--- src/rtl/seg7_mux_display_if.sv ---
// Display-side bundle: value/load/dp/blank requests in,
// active-low anode, segment and decimal point drive out.
interface seg7_mux_display_if;
   logic [15:0] Value;
   logic        Load;
   logic [3:0]  DpIn;
   logic        BlankLz;
   logic [3:0]  An;
   logic [6:0]  Seg;
   logic        Dp;

   modport master (
      output Value, Load, DpIn, BlankLz,
      input  An, Seg, Dp
   );

   modport slave (
      input  Value, Load, DpIn, BlankLz,
      output An, Seg, Dp
   );
endinterface

--- src/rtl/seg7_mux_display.sv ---
// Four-digit multiplexed seven-segment driver with one-cycle
// anode dead time and optional leading-zero blanking.
module seg7_mux_display #(
   parameter int RefreshDiv = 50_000,
   parameter int CntBits    = 16
) (
   input logic               Clk,
   input logic               Clr,
   seg7_mux_display_if.slave bus
);

   logic [15:0]        shadow;
   logic [3:0]         dp_shadow;
   logic [CntBits-1:0] count;
   logic [1:0]         sel;

   logic [CntBits-1:0] count_nx;
   logic [1:0]         sel_nx;
   logic [3:0]         nib;
   logic [3:0]         lz;
   logic               blank;
   logic [3:0]         an_nx;
   logic [6:0]         seg_nx;
   logic               dp_nx;

   function automatic logic [6:0] decode(input logic [3:0] n);
      logic [6:0] s;
      s = 7'b1111111;
      unique case (n)
         4'h0: s = 7'b1000000;
         4'h1: s = 7'b1111001;
         4'h2: s = 7'b0100100;
         4'h3: s = 7'b0110000;
         4'h4: s = 7'b0011001;
         4'h5: s = 7'b0010010;
         4'h6: s = 7'b0000010;
         4'h7: s = 7'b1111000;
         4'h8: s = 7'b0000000;
         4'h9: s = 7'b0010000;
         4'hA: s = 7'b0001000;
         4'hB: s = 7'b0000011;
         4'hC: s = 7'b1000110;
         4'hD: s = 7'b0100001;
         4'hE: s = 7'b0000110;
         4'hF: s = 7'b0001110;
      endcase
      return s;
   endfunction

   // lz[k]: nibbles k..3 are all zero (digit 0 never qualifies)
   always_comb begin
      lz    = 4'b0000;
      lz[1] = ~|shadow[15:4];
      lz[2] = ~|shadow[15:8];
      lz[3] = ~|shadow[15:12];
   end

   // Outputs are derived from the post-edge count/sel so they
   // line up with the prescaler state they are shown in.
   always_comb begin
      count_nx = count + 1'b1;
      sel_nx   = sel;
      if (count == CntBits'(RefreshDiv - 1)) begin
         count_nx = '0;
         sel_nx   = sel + 2'd1;
      end
      nib    = shadow[{sel_nx, 2'b00} +: 4];
      blank  = bus.BlankLz & lz[sel_nx];
      an_nx  = 4'b1111;
      seg_nx = 7'b1111111;
      dp_nx  = 1'b1;
      if (count_nx != '0) begin
         an_nx = ~(4'b0001 << sel_nx);
         if (!blank) begin
            seg_nx = decode(nib);
            dp_nx  = ~dp_shadow[sel_nx];
         end
      end
   end

   always_ff @(posedge Clk or posedge Clr) begin
      if (Clr) begin
         shadow    <= '0;
         dp_shadow <= '0;
      end else if (bus.Load) begin
         shadow    <= bus.Value;
         dp_shadow <= bus.DpIn;
      end
   end

   always_ff @(posedge Clk or posedge Clr) begin
      if (Clr) begin
         count   <= '0;
         sel     <= '0;
         bus.An  <= 4'b1111;
         bus.Seg <= 7'b1111111;
         bus.Dp  <= 1'b1;
      end else begin
         count   <= count_nx;
         sel     <= sel_nx;
         bus.An  <= an_nx;
         bus.Seg <= seg_nx;
         bus.Dp  <= dp_nx;
      end
   end

endmodule

--- src/flat_wrapper.sv ---
// flat-port wrapper written by rule: the top's interface ports become plain ports
module seg7_mux_display_flat 
#(
   parameter int RefreshDiv = 50_000,
   parameter int CntBits    = 16
)
  (Clk, Clr, bus_Value, bus_Load, bus_DpIn, bus_BlankLz, bus_An, bus_Seg, bus_Dp);
  seg7_mux_display_if bus_i ();
  input logic Clk;
  input logic Clr;
  input wire logic [$bits(bus_i.Value)-1:0] bus_Value;
  input wire logic [$bits(bus_i.Load)-1:0] bus_Load;
  input wire logic [$bits(bus_i.DpIn)-1:0] bus_DpIn;
  input wire logic [$bits(bus_i.BlankLz)-1:0] bus_BlankLz;
  output wire logic [$bits(bus_i.An)-1:0] bus_An;
  output wire logic [$bits(bus_i.Seg)-1:0] bus_Seg;
  output wire logic [$bits(bus_i.Dp)-1:0] bus_Dp;
  assign bus_i.Value = bus_Value;
  assign bus_i.Load = bus_Load;
  assign bus_i.DpIn = bus_DpIn;
  assign bus_i.BlankLz = bus_BlankLz;
  assign bus_An = bus_i.An;
  assign bus_Seg = bus_i.Seg;
  assign bus_Dp = bus_i.Dp;
  seg7_mux_display #(.RefreshDiv(RefreshDiv), .CntBits(CntBits)) u_core (.Clk(Clk), .Clr(Clr), .bus(bus_i));
endmodule
--- config.mk ---
export PLATFORM = sky130hd
export DESIGN_NAME = seg7_mux_display_flat
export DESIGN_NICKNAME = d
export VERILOG_FILES = /design/src/rtl/seg7_mux_display_if.sv /design/src/rtl/seg7_mux_display.sv /design/src/flat_wrapper.sv
export SDC_FILE = /design/constraint.sdc
export NUM_CORES = 1
export LEC_CHECK = 0
export CAP_MARGIN = 5
export CORE_ASPECT_RATIO = 1.75
export CORE_MARGIN = 1
export CORE_UTILIZATION = 56
export DETAILED_ROUTE_END_ITERATION = 10
export PLACE_DENSITY = 0.91
export SYNTH_ARGS = -nofsm -noshare
export SYNTH_HDL_FRONTEND = slang
export SYNTH_SLANG_ARGS = --single-unit
export TNS_END_PERCENT = 5
--- constraint.sdc ---
create_clock -name Clk -period 4.2 [get_ports Clk]
set_clock_uncertainty 0.05 [all_clocks]
set_input_delay 0.63 -clock Clk [delete_from_list [all_inputs] [get_ports Clk]]
set_output_delay 0.63 -clock Clk [all_outputs]
set_load 0.02 [all_outputs]
==> run_results.csv, run 1 <==
group,metric,value,unit
clocking,post_cts.repair.setup_buffers,0,
final_layout,area.sequential,0.00127,mm2
route,detail_route.wirelength,5950,um
hold_path,worst_hold_startpoint,"u_core.dp_shadow[3]",
clocking,cts.path.max_buffers,2,
floorplanning,die_y,97.6,um
final_layout,filler_cell_count,389,
clocking,cts_buffers,5,
critical_path,worst-path-buf-inv,2,
floorplanning,io_pins,36,
critical_path,path_class,"flop to flop",
critical_path,cp_slowest_stage_delay,480,ps
critical_path,timing.rr.start,"u_core.count[0]",
floorplanning,placement_rows,34,
logic_synthesis,ys_seq_area_share,43.3,%
timing,part_of_the_cycle_the_worst_path_needs,79.9,%
power,static_leakage,1.34,nW
route,vias,2299,
final_layout,n_antenna_cell,0,
global_routing,grt_antenna_before_repair,0,
clocking,cts-hold-fix-buffers,0,
floorplanning,core_area,0.00498,mm2
logic_synthesis,mapped_cell_area,0.00293,mm2
logic_synthesis,synth_area_per_cell,10.2,um2
timing,maxSlewHeadroom,34.2,%
logic_synthesis,ys_seq_elements,50,
route,routed_via_density,6.26,
final_layout,drive_above_1_share,17.9,%
clocking,clkSlewWorstSetupHoldPaths,90,ps
critical_path,worst_setup_path_start_kind,"flop",
job,number_of_violations_of_the_max_capacitance_limit,0,
global_routing,grt_start_max_net_pins,51,
outcome,outcome,"complete, no violations",
hold_path,worst_hold_path.endpoint,"u_core.dp_shadow[3]",
timing,final-hold-violation-count,0,
power,max-vdd-ir-drop,0.000380,V
logic_synthesis,asyncSetResetFlopFracSynth,100,%
route,firstDrtPassIters,4,
route,detailed_router_s_first_iteration_violation_count,50,
placed_design,post_dp_cell_area,0.00325,mm2
timing,max_slew.worst_pin.slew,985,ps
clocking,cts.root.buffer_cell,"sky130_fd_sc_hd__clkbuf_8",
hold_path,worst_hold_stages,1,
critical_path,critical_path_peak_fanout,13,
critical_path,worst-r2r-cell-count,11,
logic_synthesis,synth_top_cell_area_share,32.5,%
clocking,worstSkewPairLatency,310,ps
clocking,tritoncts,"built",
floorplanning,initial_core_util,58.8,%
timing,fmaxAchievable,298,MHz
final_layout,combined_area_of_the_multi_input_logic_cells,0.00152,mm2
floorplanning,die_area,0.00553,mm2
timing,report.final.slew_viol_count,0,
logic_synthesis,number_of_enable_flip_flop_cells_after_synthesis,0,
clocking,cts_htree_levels,2,
floorplanning,chipWidth,56.6,um
timing,grt_setup_unrepaired,"no",
global_routing,grt_util_all_layers,23.6,%
power,power.density,305,mW/mm2
final_layout,final_core_utilization,67.4,%
critical_path,endpoint_kind,"flop",
critical_path,rrSetupSlack,840,ps
final_layout,nNetsFinal,343,
logic_synthesis,yosysWarnings,0,
hold_path,hp-class,"flop to flop",
timing,hold_slack,467,ps
route,antenna_left,0,
final_layout,stdcell_area,0.00336,mm2
logic_synthesis,synth_area_leader_cell,"sky130_fd_sc_hd__dfrtp_1",
placed_design,numPortBuffers,35,
global_routing,first_global_vias,2277,
global_routing,grt_first_pass_wirelength,10300,um
placed_design,gp_routability_congestion,0.925,
logic_synthesis,netlist_instances,287,
clocking,numClockSinks,50,
clocking,cts_resized,0,
logic_synthesis,netlist_top_cells_area,"sky130_fd_sc_hd__dfrtp_1 (32%), sky130_fd_sc_hd__dfstp_2 (11%), sky130_fd_sc_hd__mux2_2 (10%)",
critical_path,cp_slowest_cell,"sky130_fd_sc_hd__dfrtp_1",
placed_design,pre_cts_slack,880,ps
placed_design,post_dp_hpwl,4360,um
critical_path,worst_ep_required_time,4370,ps
route,route.detailed.drc,0,
global_routing,grt_overflow,0,
timing,sum_of_negative_setup_slack,0,ps
logic_synthesis,post_synthesis_net_count,318,
critical_path,critical_path.reg2reg.endpoint,"u_core.bus.Seg[3]",
logic_synthesis,synth_flop_cell,"sky130_fd_sc_hd__dfrtp_1",
route,drt-wirelength-per-cell,16.2,um
timing,smallest_setup_slack_after_layout,844,ps
timing,period_minus_slack,3360,ps
timing,setup-violations-final,0,
critical_path,cell_class_contributing_the_biggest_share_of_worst_path_delay,"simple AND/OR/NAND/NOR gates",
critical_path,cp_cell_sequence,"ha_1, nand3_1, nor4_4, buf_4, mux2i_1, o211ai_1, inv_1, ha_1, mux2_2, mux2i_1, nand2_1",
logic_synthesis,yosysUniqueCellTypes,53,
critical_path,cp_data_arrival_time,3530,ps
final_layout,synthToLayoutAreaGrowth,14.7,%
-- layer usage --
layer | GRT usage [%] | vias up | routed length (um)
met5 | 0 | - | 0
met4 | 12.8 | 0 | 258
met3 | 3.20 | 21 | 184
met2 | 41.0 | 62 | 3190
met1 | 27.4 | 1133 | 2320
li1 | - | 1083 | -
-- cell type report --
cell class,instances,area share [%]
clock buffers,7,2.91
multi-input cells,210,45.3
repair buffers,37,10.9
inverters,8,0.895
clock inverters,1,0.224
flip-flops and latches,50,37.7
well taps,54,2.01
-- worst max-delay path by stage --
| stage | slack (ps) | endpoint | depth (start not counted) | from |
|---|---|---|---|---|
| floorplan | 1260 | u_core.bus.Seg[3] | 11 | u_core.count[0] |
| global placement | 1100 | u_core.bus.Seg[3] | 11 | u_core.count[0] |
| detailed placement | 880 | u_core.bus.Seg[3] | 11 | u_core.count[0] |
| CTS | 860 | u_core.bus.Seg[3] | 11 | u_core.count[0] |
| global route | 550 | u_core.bus.Seg[3] | 11 | u_core.count[0] |
| finish | 840 | u_core.bus.Seg[3] | 11 | u_core.count[0] |
-- sequential cells by signal (all words and copies together) (netlist names) --
name,count
u_core.sel,2
u_core.shadow,16
u_core.bus.Seg,7
u_core.bus.Dp,1
u_core.count,16
u_core.dp_shadow,4
u_core.bus.An,4
-- where the power goes --
part / internal [mW] / switching (mW)
combinational: 0.0895 / 0.0785
sequential: 0.522 / 0.0221
clock: 0.154 / 0.159
-- cells in the final DEF, fill, tap and decap left out, types with 2 or more instances in the layout --
master / count
sky130_fd_sc_hd__and3_1: 2
sky130_fd_sc_hd__or3_1: 2
sky130_fd_sc_hd__nand2_1: 21
sky130_fd_sc_hd__o211ai_1: 6
sky130_fd_sc_hd__nor4bb_1: 2
sky130_fd_sc_hd__clkbuf_8: 5
sky130_fd_sc_hd__inv_1: 7
sky130_fd_sc_hd__nand3b_1: 3
sky130_fd_sc_hd__and2_1: 3
sky130_fd_sc_hd__xor2_1: 4
sky130_fd_sc_hd__mux2_2: 27
sky130_fd_sc_hd__xnor2_1: 9
sky130_fd_sc_hd__a21o_1: 3
sky130_fd_sc_hd__dfstp_2: 12
sky130_fd_sc_hd__nor4_1: 5
sky130_fd_sc_hd__a21oi_1: 9
sky130_fd_sc_hd__nor2b_1: 2
sky130_fd_sc_hd__mux2i_1: 13
sky130_fd_sc_hd__ha_1: 7
sky130_fd_sc_hd__nand3_1: 12
sky130_fd_sc_hd__a211oi_1: 2
sky130_fd_sc_hd__dfrtp_1: 38
sky130_fd_sc_hd__o21ai_0: 8
sky130_fd_sc_hd__nand4b_1: 2
sky130_fd_sc_hd__buf_4: 2
sky130_fd_sc_hd__clkdlybuf4s50_1: 35
sky130_fd_sc_hd__nor3_1: 19
sky130_fd_sc_hd__o21ai_1: 2
sky130_fd_sc_hd__nor2_1: 18
sky130_fd_sc_hd__nand4_1: 5
sky130_fd_sc_hd__and4_1: 2
-- metrics by stage --
| stage | std cells | total power, mW |
|---|---|---|
| finish | 367 | 1.02 |
| global route | 367 | 1.07 |
| CTS | 367 | 1.03 |
| detailed placement | 359 | 0.722 |
| global placement | 359 | 0.714 |
| floorplan | 287 | 0.655 |
-- cells by family after synthesis --
kind of cell	synth area share, %
buffers and inverters	4.75
flip-flops	43.3
AND/OR/NAND/NOR	20.8
XOR/XNOR	3.89
multiplexers	14.8
adder cells (fa/ha/maj)	2.99
AO/OA/AOI/OAI	9.49
-- synth_stat cells, types with 2 or more instances --
| cell type | instances |
|---|---|
| sky130_fd_sc_hd__nand3_1 | 12 |
| sky130_fd_sc_hd__o211ai_1 | 6 |
| sky130_fd_sc_hd__buf_6 | 4 |
| sky130_fd_sc_hd__xor2_1 | 4 |
| sky130_fd_sc_hd__o21ai_1 | 2 |
| sky130_fd_sc_hd__and3_1 | 2 |
| sky130_fd_sc_hd__mux2_2 | 27 |
| sky130_fd_sc_hd__nor4bb_1 | 2 |
| sky130_fd_sc_hd__dfstp_2 | 12 |
| sky130_fd_sc_hd__a21o_1 | 3 |
| sky130_fd_sc_hd__xnor2_1 | 9 |
| sky130_fd_sc_hd__mux2i_1 | 13 |
| sky130_fd_sc_hd__nor2_1 | 18 |
| sky130_fd_sc_hd__a211oi_1 | 2 |
| sky130_fd_sc_hd__and2_1 | 3 |
| sky130_fd_sc_hd__buf_2 | 6 |
| sky130_fd_sc_hd__nand4b_1 | 2 |
| sky130_fd_sc_hd__a21oi_1 | 9 |
| sky130_fd_sc_hd__dfrtp_1 | 38 |
| sky130_fd_sc_hd__nand2_1 | 21 |
| sky130_fd_sc_hd__o21ai_0 | 8 |
| sky130_fd_sc_hd__and4_1 | 2 |
| sky130_fd_sc_hd__nor2b_1 | 2 |
| sky130_fd_sc_hd__nand3b_1 | 3 |
| sky130_fd_sc_hd__clkbuf_1 | 9 |
| sky130_fd_sc_hd__inv_1 | 8 |
| sky130_fd_sc_hd__nor4_1 | 5 |
| sky130_fd_sc_hd__or3_1 | 2 |
| sky130_fd_sc_hd__ha_1 | 7 |
| sky130_fd_sc_hd__nand4_1 | 5 |
| sky130_fd_sc_hd__nor3_1 | 19 |
Power figures use the tool's default switching activity.
==> run 2, diff against run 1 <==
--- a/config.mk
+++ b/config.mk
@@ -8,9 +8,9 @@
 export CAP_MARGIN = 5
 export CORE_ASPECT_RATIO = 1.75
 export CORE_MARGIN = 1
-export CORE_UTILIZATION = 56
+export CORE_UTILIZATION = 50
 export DETAILED_ROUTE_END_ITERATION = 10
-export PLACE_DENSITY = 0.91
+export PLACE_DENSITY = 0.87
 export SYNTH_ARGS = -nofsm -noshare
 export SYNTH_HDL_FRONTEND = slang
 export SYNTH_SLANG_ARGS = --single-unit
==> constraint.sdc (replaced) <==
create_clock -name Clk -period 2.99 [get_ports Clk]
set_clock_uncertainty 0.05 [all_clocks]
set_input_delay 0.4485 -clock Clk [delete_from_list [all_inputs] [get_ports Clk]]
set_output_delay 0.4485 -clock Clk [all_outputs]
set_load 0.02 [all_outputs]
==> run 2 against run 1 <==
Clock power increased by 53%. Critical path depth fell by 3. Core utilization shrank 4.6 points. Worst hold slack gained 1.6 ps. Via count grew 0.61%. Total power is 45% higher. Count of clock-buffer cells in the layout fell by 2. Sequential power increased by 40%. Combinational power increased by 46%.
==> run_results.csv, run 2 (synthesized netlist as in run 1, its figures left out) <==
group,metric,value,unit
outcome,outcome,"complete, no violations",
clocking,clkSlewWorstSetupHoldPaths,100,ps
critical_path,worst-path-buf-inv,1,
global_routing,grt_start_max_net_pins,40,
clocking,numClockSinks,50,
route,firstDrtPassIters,4,
timing,period_minus_slack,2890,ps
power,power.density,425,mW/mm2
final_layout,nNetsFinal,357,
timing,setup-violations-final,0,
timing,part_of_the_cycle_the_worst_path_needs,96.7,%
timing,final-hold-violation-count,0,
global_routing,grt_util_all_layers,21.7,%
timing,fmaxAchievable,346,MHz
power,static_leakage,1.42,nW
floorplanning,die_y,103,um
floorplanning,die_area,0.00617,mm2
power,power.share.clock,32.2,%
critical_path,worst_setup_path_start_kind,"flop",
floorplanning,io_pins,36,
final_layout,mostFrequentLayoutCells,"sky130_fd_sc_hd__dfrtp_1 (38), sky130_fd_sc_hd__clkdlybuf4s50_1 (35), sky130_fd_sc_hd__mux2_2 (27)",
route,routed_via_density,5.74,
hold_path,hp-class,"flop to flop",
final_layout,layout_commonest_cell,"sky130_fd_sc_hd__dfrtp_1",
clocking,cts.path.max_buffers,2,
placed_design,post_dp_hpwl,4520,um
critical_path,cp_data_arrival_time,3080,ps
placed_design,post_dp_cell_area,0.00340,mm2
route,antenna_left,0,
placed_design,gp_routability_congestion,0.943,
critical_path,cp_cell_sequence,"or4_4, nor4_4, buf_12, mux2_2, a211o_2, and2b_1, a22o_1, o21ai_1",
power,total_switching_power,0.373,mW
job,number_of_violations_of_the_max_capacitance_limit,0,
final_layout,drive_above_1_share,21.7,%
timing,grt_setup_unrepaired,"no",
clocking,cts_buffers,5,
final_layout,n_antenna_cell,0,
route,route.detailed.drc,0,
final_layout,stdcell_area,0.00351,mm2
global_routing,grt_overflow,0,
route,detailed_router_s_first_iteration_violation_count,60,
global_routing,grt_first_pass_wirelength,10100,um
clocking,cts-hold-fix-buffers,0,
route,drt-wirelength-per-cell,15.0,um
global_routing,grt_antenna_before_repair,0,
critical_path,critical_path_peak_fanout,13,
floorplanning,placement_rows,36,
critical_path,endpoint_kind,"flop",
critical_path,worst_ep_required_time,3180,ps
critical_path,cp_slowest_cell,"sky130_fd_sc_hd__or4_4",
clocking,post_cts.repair.setup_buffers,0,
clocking,cts.root.buffer_cell,"sky130_fd_sc_hd__clkbuf_8",
floorplanning,chipWidth,59.8,um
route,detail_route.wirelength,6060,um
final_layout,area.sequential,0.00127,mm2
power,max-vdd-ir-drop,0.000431,V
global_routing,first_global_vias,2186,
floorplanning,initial_core_util,52.4,%
power,switching_share,25.0,%
power,power_frac_seq,51.3,%
timing,maxSlewHeadroom,43.8,%
timing,sum_of_negative_setup_slack,0,ps
final_layout,filler_cell_count,484,
timing,max_slew.worst_pin.slew,840,ps
floorplanning,core_area,0.00559,mm2
placed_design,numPortBuffers,35,
final_layout,final_core_utilization,62.8,%
critical_path,path_class,"flop to flop",
route,vias,2313,
final_layout,combined_area_of_the_multi_input_logic_cells,0.00152,mm2
clocking,worstSkewPairLatency,310,ps
critical_path,cp_slowest_stage_delay,580,ps
clocking,cts_htree_levels,2,
clocking,cts_resized,0,
timing,report.final.slew_viol_count,0,
critical_path,cell_class_contributing_the_biggest_share_of_worst_path_delay,"simple AND/OR/NAND/NOR gates",
final_layout,registers_with_the_most_flip_flops,"u_core.count: 16 flops, u_core.shadow: 16 flops, u_core.bus.Seg: 7 flops",
power,power.share.combinational,16.5,%
final_layout,synthToLayoutAreaGrowth,19.9,%
clocking,tritoncts,"built",
power,internal_power,1.12,mW
==> run 2: power by group through the flow <==
| stage | Clock, mW | Sequential (mW) | Combinational (mW) |
|---|---|---|---|
| floorplan | 0 | 0.791 | 0.129 |
| global placement | 0 | 0.773 | 0.239 |
| detailed placement | 0 | 0.777 | 0.248 |
| CTS | 0.495 | 0.764 | 0.248 |
| global route | 0.519 | 0.770 | 0.270 |
| finish | 0.480 | 0.764 | 0.246 |
==> run 2: layout make-up <==
type                            instances  share of cell area [%]
Sequential cell                        50                    36.1
Clock buffer                            5                    1.96
Clock inverter                          3                    1.25
Timing Repair Buffer                   51                    13.8
Multi-Input combinational cell        210                    43.4
Tap cell                               76                    2.71
Inverter                                8                   0.856
==> run 2: per-stage QoR <==
stage               instances  setup WS, ps  hold slack (ps)  power, mW
global route              403          15.0              490       1.56
CTS                       403           124              474       1.51
detailed placement        395           142              452       1.02
finish                    403          99.7              468       1.49
global placement          395           204              442       1.01
floorplan                 287          52.8              430      0.920
==> run 2: final timing paths <==
check,from,to,slack (ps),cells after the start
worst max-delay path,u_core.count[13],u_core.bus.Seg[0],100,8
worst min-delay path,u_core.dp_shadow[1],u_core.dp_shadow[1],470,1
worst max register to register,u_core.count[13],u_core.bus.Seg[0],100,8
worst min register to register,u_core.dp_shadow[1],u_core.dp_shadow[1],470,1
max in group asynchronous,Clr,u_core.bus.Dp,1600,3
min in group asynchronous,Clr,u_core.count[3],560,2
==> run 2: metal layers <==
layer  vias up  GRT usage, %  wire length (um)
met2        64          37.4              3300
met4         0          9.30               175
met1      1118          26.5              2390
met5         -             0                 0
met3        15          3.11               189
li1       1116             -                 -
